--- src/rtl/cdm_tg_pkg.sv ---
// Shared definitions for the CDM traffic-generator response tracking logic:
// response cookies, tracker FSM states and sticky error bit positions.
package cdm_tg_pkg;

  localparam logic [11:0] MSGST_RESPONSE_COOKIE = 12'h0;
  localparam logic [11:0] MSGLD_RESPONSE_COOKIE = 12'h1;

  typedef enum logic [1:0] {
    IDLE,
    RUN,
    DRAIN,
    DONE
  } trk_state_e;

  localparam int unsigned ERR_DATA    = 0;
  localparam int unsigned ERR_ORPHAN  = 1;
  localparam int unsigned ERR_TIMEOUT = 2;
  localparam int unsigned ERR_OVF     = 3;

endpackage

--- src/rtl/cdm_outs_counter.sv ---
// Saturating outstanding-request counter: +1 per request, -1 per response,
// with orphan (response at zero) and overflow (request at max) pulses.
module cdm_outs_counter #(
  parameter int unsigned WIDTH = 9
) (
  input  logic             clk_i,
  input  logic             clr_i,
  input  logic             inc_i,
  input  logic             dec_i,
  output logic [WIDTH-1:0] cnt_o,
  output logic             orphan_o,
  output logic             overflow_o
);

  logic [WIDTH-1:0] cnt_q, cnt_d;

  // Simultaneous request and response cancel out, so neither pulse can fire.
  always_comb begin
    cnt_d      = cnt_q;
    orphan_o   = 1'b0;
    overflow_o = 1'b0;
    unique case ({inc_i, dec_i})
      2'b10: begin
        if (cnt_q == '1) overflow_o = 1'b1;
        else             cnt_d      = cnt_q + WIDTH'(1);
      end
      2'b01: begin
        if (cnt_q == '0) orphan_o = 1'b1;
        else             cnt_d    = cnt_q - WIDTH'(1);
      end
      default: ;
    endcase
  end

  always_ff @(posedge clk_i) begin
    if (clr_i) cnt_q <= '0;
    else       cnt_q <= cnt_d;
  end

  assign cnt_o = cnt_q;

endmodule

--- src/rtl/cdm_msg_rsp_tracker.sv ---
// Tracks MSGST acks / MSGLD data on the CDM byp_out response stream: outstanding
// counts, MSGLD pattern check, stall watchdog and a run/drain status FSM.
module cdm_msg_rsp_tracker
  import cdm_tg_pkg::*;
#(
  parameter int unsigned          OUTS_W      = 9,
  parameter int unsigned          TIMEOUT_W   = 16,
  parameter logic [TIMEOUT_W-1:0] TIMEOUT_CYC = 16'hFFFF
) (
  input  logic              user_clk,
  input  logic              user_reset,
  input  logic              en,
  input  logic              start,
  input  logic              msgst_req_fire,
  input  logic              msgld_req_fire,
  input  logic              rsp_vld,
  output logic              rsp_rdy,
  input  logic [11:0]       rsp_cookie,
  input  logic [15:0]       rsp_dsc,
  output logic [OUTS_W-1:0] msgst_outs,
  output logic [OUTS_W-1:0] msgld_outs,
  output logic [OUTS_W-1:0] msgld_rsp_cnt,
  output logic              busy,
  output logic              done,
  output logic [3:0]        err_vec
);

  logic clr;
  logic rsp_fire, st_rsp_fire, ld_rsp_fire;
  logic st_orphan, st_ovf, ld_orphan, ld_ovf;
  logic unused_cookie;

  logic [15:0]          exp_q, exp_d;
  logic [OUTS_W-1:0]    rsp_cnt_q, rsp_cnt_d;
  logic [TIMEOUT_W-1:0] wd_q, wd_d;
  logic [3:0]           err_q, err_d;
  trk_state_e           state_q, state_d;

  assign clr           = user_reset | ~en;
  assign rsp_rdy       = ~user_reset;
  assign rsp_fire      = rsp_vld & rsp_rdy;
  assign st_rsp_fire   = rsp_fire & (rsp_cookie[0] == MSGST_RESPONSE_COOKIE[0]);
  assign ld_rsp_fire   = rsp_fire & (rsp_cookie[0] == MSGLD_RESPONSE_COOKIE[0]);
  assign unused_cookie = ^rsp_cookie[11:1];

  cdm_outs_counter #(.WIDTH(OUTS_W)) u_msgst_outs (
    .clk_i      (user_clk),
    .clr_i      (clr),
    .inc_i      (msgst_req_fire),
    .dec_i      (st_rsp_fire),
    .cnt_o      (msgst_outs),
    .orphan_o   (st_orphan),
    .overflow_o (st_ovf)
  );

  cdm_outs_counter #(.WIDTH(OUTS_W)) u_msgld_outs (
    .clk_i      (user_clk),
    .clr_i      (clr),
    .inc_i      (msgld_req_fire),
    .dec_i      (ld_rsp_fire),
    .cnt_o      (msgld_outs),
    .orphan_o   (ld_orphan),
    .overflow_o (ld_ovf)
  );

  always_comb begin
    exp_d     = exp_q;
    rsp_cnt_d = rsp_cnt_q;
    err_d     = err_q;
    wd_d      = wd_q;

    // The expected pattern advances on every MSGLD beat, matched or not.
    if (ld_rsp_fire) begin
      exp_d     = exp_q + 16'd1;
      rsp_cnt_d = rsp_cnt_q + OUTS_W'(1);
      if (rsp_dsc != exp_q) err_d[ERR_DATA] = 1'b1;
    end
    if (st_orphan || ld_orphan) err_d[ERR_ORPHAN] = 1'b1;
    if (st_ovf || ld_ovf)       err_d[ERR_OVF]    = 1'b1;

    if (rsp_fire || (msgst_outs == '0 && msgld_outs == '0)) wd_d = '0;
    else if (wd_q != TIMEOUT_CYC)                            wd_d = wd_q + TIMEOUT_W'(1);
    if (wd_d == TIMEOUT_CYC) err_d[ERR_TIMEOUT] = 1'b1;
  end

  always_comb begin
    state_d = state_q;
    unique case (state_q)
      IDLE:  if (start) state_d = RUN;
      RUN:   if (!start) state_d = DRAIN;
      DRAIN: begin
        if (start)                                          state_d = RUN;
        else if (msgst_outs == '0 && msgld_outs == '0)      state_d = DONE;
      end
      DONE:  if (start) state_d = RUN;
      default: state_d = IDLE;
    endcase
  end

  always_ff @(posedge user_clk) begin
    if (clr) begin
      exp_q     <= '0;
      rsp_cnt_q <= '0;
      wd_q      <= '0;
      err_q     <= '0;
      state_q   <= IDLE;
    end else begin
      exp_q     <= exp_d;
      rsp_cnt_q <= rsp_cnt_d;
      wd_q      <= wd_d;
      err_q     <= err_d;
      state_q   <= state_d;
    end
  end

  assign msgld_rsp_cnt = rsp_cnt_q;
  assign err_vec       = err_q;
  assign busy          = (state_q == RUN) || (state_q == DRAIN);
  assign done          = (state_q == DONE);

endmodule

--- config.mk ---
export PLATFORM = sky130hd
export DESIGN_NAME = cdm_msg_rsp_tracker
export DESIGN_NICKNAME = d
export VERILOG_FILES = /design/src/rtl/cdm_tg_pkg.sv /design/src/rtl/cdm_outs_counter.sv /design/src/rtl/cdm_msg_rsp_tracker.sv
export SDC_FILE = /design/constraint.sdc
export NUM_CORES = 1
export LEC_CHECK = 0
export CELL_PAD_IN_SITES_DETAIL_PLACEMENT = 0
export CELL_PAD_IN_SITES_GLOBAL_PLACEMENT = 1
export CORE_MARGIN = 5
export CORE_UTILIZATION = 39
export CTS_BUF_LIST = sky130_fd_sc_hd__clkbuf_16
export DETAILED_ROUTE_END_ITERATION = 6
export GPL_TIMING_DRIVEN = 0
export PLACE_DENSITY = 0.88
export SYNTH_ARGS = -nofsm -noshare
export SYNTH_HDL_FRONTEND = slang
export SYNTH_SLANG_ARGS = --single-unit
--- constraint.sdc ---
create_clock -name user_clk -period 3.1 [get_ports user_clk]
set_input_delay 0.62 -clock user_clk [delete_from_list [all_inputs] [get_ports user_clk]]
set_output_delay 0.62 -clock user_clk [all_outputs]
set_load 0.1 [all_outputs]
==> results_dict.tcl <==
set metrics [dict create \
    seqPwrFrac_pct 42.1 \
    final_hold_viol_count 0 \
    cts_tree "done" \
    syn_area_um2 3630 \
    grt_pass1_vias 3261 \
    synth_fp_nets 480 \
    layout-drive-gt1-share_pct 7.87 \
    crit_fanout 9 \
    critPathArrivalTime_ns 3.23 \
    portBuffers 57 \
    synth-seq-cells 65 \
    synth_top_area_share_pct 35.9 \
    numClockSinks 65 \
    dpl_cell_area_um2 4340 \
    drt_iter0_markers 104 \
    p_int_mw 1.53 \
    crit_path_cell_trace "clkdlybuf4s50_1 > or4b_2 > xnor2_1 > ha_1 > and2_1 > a21oi_1 > or3_1 > a21oi_1" \
    core_area_um2 9150 \
    setup_tns_ns 0 \
    status "finished clean" \
    antenna_found_initial 0 \
    num_rows 35 \
    synth_top_area_cell "dfxtp_1" \
    dp_hpwl_um 6310 \
    fin_crit_sh_pct 96.4 \
    diodes 0 \
    grt_pass1_wl_um 14800 \
    cpPeakStageDelay_ns 0.77 \
    p_sw_uw 485 \
    worst_setup_path_start_kind "primary input" \
    yosysWarnings 0 \
    final_area_um2 4650 \
    finalCriticalPeriod_ns 2.99 \
    detail_route.vias_per_cell 5.31 \
    grtUsageTotal_pct 15.8 \
    power_density_nw_per_um2 435 \
    die-area_um2 11300 \
    synthTopCellsByCount "dfxtp_1, nor2_1, xor2_1" \
    worst_slack_ns 0.111 \
    critPathSlowestCell "or4b_2" \
    clkLatencyLatePin_ns 0.32 \
    hold_class "flop to flop" \
    post_drt_wl_per_cell_um 13.8 \
    fmax_ghz 0.335 \
    p_leak_nw 1.70 \
    grt_start_max_net_pins 12 \
    synth_most_common_cell "dfxtp_1" \
    clkTransAtPathRegs_ns 0.05 \
    grt_setup_unrepaired "yes" \
    ys_top_cells_by_area "dfxtp_1, xor2_1, nor2_1, nand2_1, xnor2_1" \
    worst-setup-path-type "primary input to flop" \
    cts_max_level 3 \
    stdcell_count 619 \
    worst_pin_slew_ns 0.981 \
    gp_congestion 0.840 \
    cap_viol_max_count 0 \
    swShare_pct 24.0 \
    fillers 856 \
    clkPwrFrac_pct 48.2 \
    synth_cell_type_count 60 \
    syn_inst 437 \
    required_ns 3.34 \
    cts.path.max_buffers 2 \
    die_x_um 106 \
    drv_slew 0 \
    drt_pass1_iterations 4 \
    async_reset_ff_share_pct 0 \
    ys_seq_area_share_pct 35.9 \
    drc 0 \
    setup_viol 0 \
    synth-edff-count 0 \
    ioPinCount 69 \
    grt_overflow 0 \
    slew_headroom_pct 34.4 \
    crit_path_end_kind "flop" \
    hold_ws_ns 0.489 \
    crit_path_frequent_cell "a21oi_1" \
    synthFlopType "dfxtp_1" \
    num-nets-final 546 \
    cts_inserted_buffers 9 \
    die_h_um 106 \
    cts_root_buffer "clkbuf_16" \
    power_frac_comb_pct 9.7 \
    fin_worst_skew_ns 0.00845 \
    dp_slack_ns -0.294 \
    peakVddDrop_mv 0.261 \
    ant_nets 0 \
    placedCellCount 605 \
    syn_to_final_growth_pct 28.1 \
    start_util_pct 39.6 \
    dr_total_vias 3288 \
    post_cts_buffers 0 \
    postSynthAreaPerCell_um2 8.30 \
    wirelength_um 8560 \
]
flip-flops by register name, summed over array words and instances (netlist names):
name	count
u_msgst_outs.cnt_o	9
exp_q	16
state_q	2
wd_q	16
u_msgld_outs.cnt_o	9
msgld_rsp_cnt	9
err_vec	4
power groups by stage:
stage               clock (mW)  combinational, mW  sequential, mW
finish                   0.972              0.196           0.851
CTS                      0.996              0.196           0.851
global placement             0              0.193           0.868
floorplan                    0             0.0956           0.899
detailed placement           0              0.195           0.869
global route              1.04              0.211           0.851
area by class of cell:
cell class                 count  area (um^2)  share of cell area [%]
inverter                       7         26.3                   0.566
timing repair buffer          57          573                    12.3
sequential                    65         1300                    28.0
clock inverter                 7         61.3                    1.32
clock buffer                   9          225                    4.85
multi-input combinational    339         2200                    47.3
buffer                        24          124                    2.67
tap                          111          139                    2.99
worst paths after layout:
path	cells past startpoint	from	to	slack, ns
setup / recovery	8	rsp_vld	u_msgst_outs.cnt_o[6]	0.11
hold / removal	2	err_vec[0]	err_vec[0]	0.49
setup reg to reg	6	u_msgst_outs.cnt_o[2]	wd_q[9]	0.71
hold reg to reg	2	err_vec[0]	err_vec[0]	0.49
worst max-delay path, delay by kind of cell:
kind / cells / cell delay, ns
XOR/XNOR: 1 / 0.20
AO/OA/AOI/OAI: 2 / 0.27
adder cells (fa/ha/maj): 1 / 0.23
buffers and inverters: 1 / 0.61
AND/OR/NAND/NOR: 3 / 1.30
cells by family (layout without fill, tap and decap cells):
family | count (synthesis) | count (layout) | synth area share, %
simple gates | 207 | 207 | 30.0
compound gates | 58 | 58 | 10.8
flops | 65 | 65 | 35.9
mux | 9 | 9 | 2.52
xor+xnor | 57 | 57 | 13.8
fa+ha+maj | 8 | 8 | 2.76
buf+inv | 33 | 104 | 4.35
layer usage:
| metal | track usage (%) | vias up | routed length (um) |
|---|---|---|---|
| li1 | - | 1676 | - |
| met1 | 19.9 | 1545 | 4040 |
| met2 | 26.4 | 59 | 4030 |
| met3 | 3.76 | 8 | 388 |
| met4 | 5.30 | 0 | 97 |
| met5 | 0 | - | 0 |
placed cells by master, fill, tap and decap left out, drive strengths merged, types with 13 or more instances in the layout:
cell type	n
xnor2	13
dfxtp	65
o21ai	14
nand4	17
nand3	18
clkdlybuf4s50	56
and3	14
or3	14
a21oi	19
clkbuf	23
nand2	31
nor2	62
xor2	44
metrics by stage:
stage	utilization (%)	total power, mW
floorplan	-	0.995
global placement	47.4	1.06
detailed placement	47.4	1.06
CTS	50.5	2.04
global route	50.8	2.10
finish	50.8	2.02
timing repair:
item / in CTS / in global routing
setup endpoints to repair: 0 / 6
endpoints found under the hold margin: 0 / 0
hold buffers: 0 / 0
gates resized for setup: 0 / 5
(Power assumes the default switching activity.)
